==> src/rtl/sram_rr_arbiter_pkg.sv <==
// Shared types for the two-requester sram arbiter.
// Requester indices are named so last-grant bookkeeping reads clearly.
package sram_rr_arbiter_pkg;

   typedef enum logic {
      REQ0 = 1'b0,
      REQ1 = 1'b1
   } req_idx_e;

endpackage

==> src/rtl/sram_rr_arbiter_rr_arb2.sv <==
// Two-way round-robin grant logic; purely combinational.
// On a tie, the requester that did not win last time is granted.
import sram_rr_arbiter_pkg::*;

module rr_arb2 (
   input  logic [1:0] req,
   input  logic       last_gnt,
   output logic [1:0] gnt
);

   always_comb begin
      gnt = 2'b00;
      case (req)
         2'b01:   gnt = 2'b01;
         2'b10:   gnt = 2'b10;
         2'b11:   gnt = (last_gnt == REQ0) ? 2'b10 : 2'b01;
         default: gnt = 2'b00;
      endcase
   end

endmodule

==> src/rtl/sram_rr_arbiter.sv <==
// Shares one single-port sram between two requesters with round-robin fairness,
// routes read data back to the issuing requester and counts stall cycles.
import sram_rr_arbiter_pkg::*;

module sram_rr_arbiter #(
   parameter int NUM    = 2048,
   parameter int DATA_W = 32,
   parameter int CNT_W  = 16,
   localparam int AW    = $clog2(NUM)
) (
   input  logic              CLK,
   input  logic              RESET_N,
   input  logic              req0,
   input  logic              req1,
   input  logic              we0,
   input  logic              we1,
   input  logic [AW-1:0]     addr0,
   input  logic [AW-1:0]     addr1,
   input  logic [DATA_W-1:0] wdata0,
   input  logic [DATA_W-1:0] wdata1,
   output logic              gnt0,
   output logic              gnt1,
   output logic              rvalid0,
   output logic              rvalid1,
   output logic [DATA_W-1:0] rdata,
   output logic [CNT_W-1:0]  stall0,
   output logic [CNT_W-1:0]  stall1,
   output logic              sram_CEN,
   output logic              sram_WEN,
   output logic [AW-1:0]     sram_A,
   output logic [DATA_W-1:0] sram_D,
   input  logic [DATA_W-1:0] sram_Q
);

   req_idx_e   last_gnt;
   logic [1:0] arb_gnt;

   rr_arb2 u_arb (
      .req      ({req1, req0}),
      .last_gnt (last_gnt),
      .gnt      (arb_gnt)
   );

   // Grants are suppressed during reset so the sram sees no access.
   assign gnt0  = RESET_N & arb_gnt[0];
   assign gnt1  = RESET_N & arb_gnt[1];
   assign rdata = sram_Q;

   always_comb begin
      sram_CEN = 1'b1;
      sram_WEN = 1'b1;
      sram_A   = addr0;
      sram_D   = wdata0;
      if (gnt1) begin
         sram_CEN = 1'b0;
         sram_WEN = ~we1;
         sram_A   = addr1;
         sram_D   = wdata1;
      end else if (gnt0) begin
         sram_CEN = 1'b0;
         sram_WEN = ~we0;
      end
   end

   // Sram read latency is one cycle, so rvalid is the granted read delayed by one edge.
   always_ff @(posedge CLK) begin
      if (!RESET_N) begin
         last_gnt <= REQ1;
         rvalid0  <= 1'b0;
         rvalid1  <= 1'b0;
      end else begin
         if (gnt0) begin
            last_gnt <= REQ0;
         end else if (gnt1) begin
            last_gnt <= REQ1;
         end
         rvalid0 <= gnt0 & ~we0;
         rvalid1 <= gnt1 & ~we1;
      end
   end

   always_ff @(posedge CLK) begin
      if (!RESET_N) begin
         stall0 <= '0;
         stall1 <= '0;
      end else begin
         if (req0 && !gnt0 && (stall0 != '1)) begin
            stall0 <= stall0 + CNT_W'(1);
         end
         if (req1 && !gnt1 && (stall1 != '1)) begin
            stall1 <= stall1 + CNT_W'(1);
         end
      end
   end

endmodule

==> config.mk <==
export PLATFORM = sky130hd
export DESIGN_NAME = sram_rr_arbiter
export DESIGN_NICKNAME = d
export VERILOG_FILES = /design/src/rtl/sram_rr_arbiter_pkg.sv /design/src/rtl/sram_rr_arbiter_rr_arb2.sv /design/src/rtl/sram_rr_arbiter.sv
export SDC_FILE = /design/constraint.sdc
export NUM_CORES = 1
export LEC_CHECK = 0
export CORE_ASPECT_RATIO = 0.9
export CORE_MARGIN = 8
export CORE_UTILIZATION = 28
export DETAILED_ROUTE_END_ITERATION = 7
export DONT_BUFFER_PORTS = 1
export GPL_TIMING_DRIVEN = 0
export HOLD_SLACK_MARGIN = 0.08
export SKIP_CTS_REPAIR_TIMING = 1
export SYNTH_ARGS = -nofsm -noshare
export SYNTH_HDL_FRONTEND = slang
export SYNTH_HIERARCHICAL = 1
export SYNTH_SLANG_ARGS = --single-unit
==> constraint.sdc <==
create_clock -name CLK -period 2.1 [get_ports CLK]
set_clock_uncertainty 0.15 [all_clocks]
set_input_delay 0.105 -clock CLK [delete_from_list [all_inputs] [get_ports CLK]]
set_output_delay 0.105 -clock CLK [all_outputs]
set_load 0.02 [all_outputs]
==> summary.md <==
| Metric | Value |
|---|---|
| Clock sinks | 35 |
| Routed length per instance | 22.6 µm |
| GPL Wtd Cong | 0.806 |
| Worst Max-Slew Pin Slew | 587 ps |
| Mapped Cells | 304 |
| First-pass GRT wire length | 14.1 mm |
| Setup ws final | 74.1 ps |
| Starting Density | 28.6% |
| Post-route ant nets | 0 |
| Post-DP HPWL | 8.15 mm |
| Synthesized area per cell | 8.51 µm² |
| Mapped Area | 2590 µm² |
| Max Fclk | 494 MHz |
| Synth Warn # | 6 |
| Synth top area share | 27.1% |
| Port Buf Inserts | 0 |
| Post-synth net total | 430 |
| Final Setup Violations | 0 |
| Final Util | 34.6% |
| Final hold slack | 132 ps |
| Io pins | 237 |
| GRT met2 Usage | 25.6% |
| Crit. End Element | flop |
| Run status | completed |
| Layout Area Growth over Synthesis | 21.0% |
| Async SR Flop Fraction | 0% |
| Worst-skew pair later-pin latency | 290 ps |
| Met3 usage | 9.98% |
| PwrDens | 522 nW/µm² |
| CP Cell Sequence | and3_1, nand4_1, buf_4, or4_1, a21oi_1 |
| Area leader, netlist | dfxtp_1 |
| Max stage delay on crit path | 550 ps |
| Num CTS Buffers | 5 |
| Starting DRT DRC Count | 99 |
| Place WS | -445 ps |
| Global route hottest layer | met2 |
| Worst-path clk slew | 80 ps |
| Sequential share of the synthesized area | 27.1% |
| Leakage | 1.15 nW |
| H-Tree Depth | 2 |
| Clock buffer depth | 2 |
| Critical path arrival | 2080 ps |
| HP Class | in2reg |
| Via count | 2419 |
| Critical Path Fanout Max | 9 |
| Relative slew slack | 60.8% |
| FP Rows | 33 |
| Most common cell in the netlist | mux2_2 |
| Top cells by area, synth | dfxtp_1, mux2_2, buf_4, nand2_1, a21oi_1 |
| Clock root buffer | clkbuf_8 |
| Fin crit share | 96.5% |
| Reg2Reg Setup Slack | 70 ps |
| Die area | 12600 µm² |
| Placed insts | 426 |
| Top_reg_cell synth | dfxtp_1 |
| Register bit count reported by yosys | 35 |
| Die height | 107 µm |
| Initial antenna violation count | 0 |
| Distinct cell type count after synthesis | 47 |
| MaxCap Viol Count | 0 |
| Top cells by count, synth | mux2_2, dfxtp_1, buf_4 |
| Worst path required time | 2160 ps |
| Filler cell count | 947 |
| CTS tree | done |
| Final Max Tran Viols | 0 |
| Layout cells sized above 1 | 39.7% |
| Core Footprint | 9040 µm² |
| Largest net degree at the start of global routing | 11 |
| Number of synthesized flops with an enable pin | 0 |
| Final #Nets | 450 |
| Final non-filler cell total | 447 |
| Worst Setup Start Kind | flop |
| Worst Setup Path Type | reg2reg |
| Max VDD drop | 0.189 mV |
| Min Clock Period, post-route | 2030 ps |
| Routed vias/inst | 5.41 |
| Gr ovfl total | 0 |
| Vias in the first global route | 2407 |
| Worst path slowest cell | dfxtp_1 |
| Met1 usage | 12.1% |
| ANT cells | 0 |
| DRC errors left | 0 |
| Global-route usage over all layers | 14.0% |
| Total wire length | 10.1 mm |
| Die Wd | 117 µm |
| Fin. Hold Viols | 0 |
| Pre-antenna DRT Iters | 4 |
[cells in the final DEF (no fill, tap or decap), drive strengths merged, types with 2 or more instances in the layout]
cell,n
nand2b,7
nand2,24
a41oi,2
nor2,8
a21boi,5
nor4,7
clkbuf,13
inv,11
dlygate4sd3,9
nor3,5
o21ai,8
or4,9
mux2,43
nand3,11
o31ai,9
ha,2
a21oi,17
or2,2
mux2i,8
and3,3
nand4,11
and2,7
or3,6
dfxtp,35
o311ai,2
nor2b,2
buf,44
o41ai,2
[sequential cells by signal (all words and copies together), names as in the netlist]
signal	flops
stall0	16
stall1	16
last_gnt	1
rvalid0	1
rvalid1	1
[metal layers]
metal	up-vias	share of wire (%)	wire length [µm]
met2	126	53	5360
met4	0	0.40	40
met1	1159	32	3190
met3	2	15	1490
li1	1132	-	-
met5	-	0	0
[cell families after synthesis]
| logic type | after synthesis | share of synthesized area (%) |
|---|---|---|
| and+or+nand+nor | 105 | 23.2 |
| adders and majority gates | 2 | 0.967 |
| buffers and inverters | 57 | 13.1 |
| DFF | 35 | 27.1 |
| AOI/OAI and AO/OA | 54 | 13.8 |
| muxes | 51 | 21.8 |
[critical path: cells and delay by family, from the launching register on]
family          cells  cell delay [ps]
buf+inv             1              180
simple gates        3              850
flops               1              550
compound gates      1              210
[per-stage QoR]
step                      total power [mW]  instance area [µm²]  setup TNS, ps
after floorplan                       1.05                 2600              0
after global placement                1.12                 2750          -5070
after detailed placement              1.12                 2750          -6240
after CTS                             1.61                 2830         -19130
after global routing                  1.72                 3130          -25.7
final                                 1.63                 3130              0
[path summary, 6_finish.rpt]
| check | cells past startpoint | startpoint | end |
|---|---|---|---|
| min reg2reg | 2 | stall0[12]$_SDFFE_PN0P_ | stall0[12]$_SDFFE_PN0P_ |
| max | 5 | stall1[4]$_SDFFE_PN0P_ | stall1[11]$_SDFFE_PN0P_ |
| min | 3 | RESET_N | stall0[11]$_SDFFE_PN0P_ |
| max reg2reg | 5 | stall1[4]$_SDFFE_PN0P_ | stall1[11]$_SDFFE_PN0P_ |
[power by group]
part           switching (mW)  internal, mW
clock network           0.253         0.233
registers              0.0360         0.680
logic                   0.263         0.169
[layout make-up]
cell class	instances	area (µm²)	share of cell area [%]
clock buffer	7	76.3	2.44
clock inverter	1	5.00	0.160
inverter	11	41.3	1.32
buffer	45	319	10.2
sequential	35	728	23.3
tap	122	153	4.88
multi-input combinational	212	1680	53.7
timing repair buffer	14	128	4.08
Note: power is estimated with default switching activity, not from simulation.
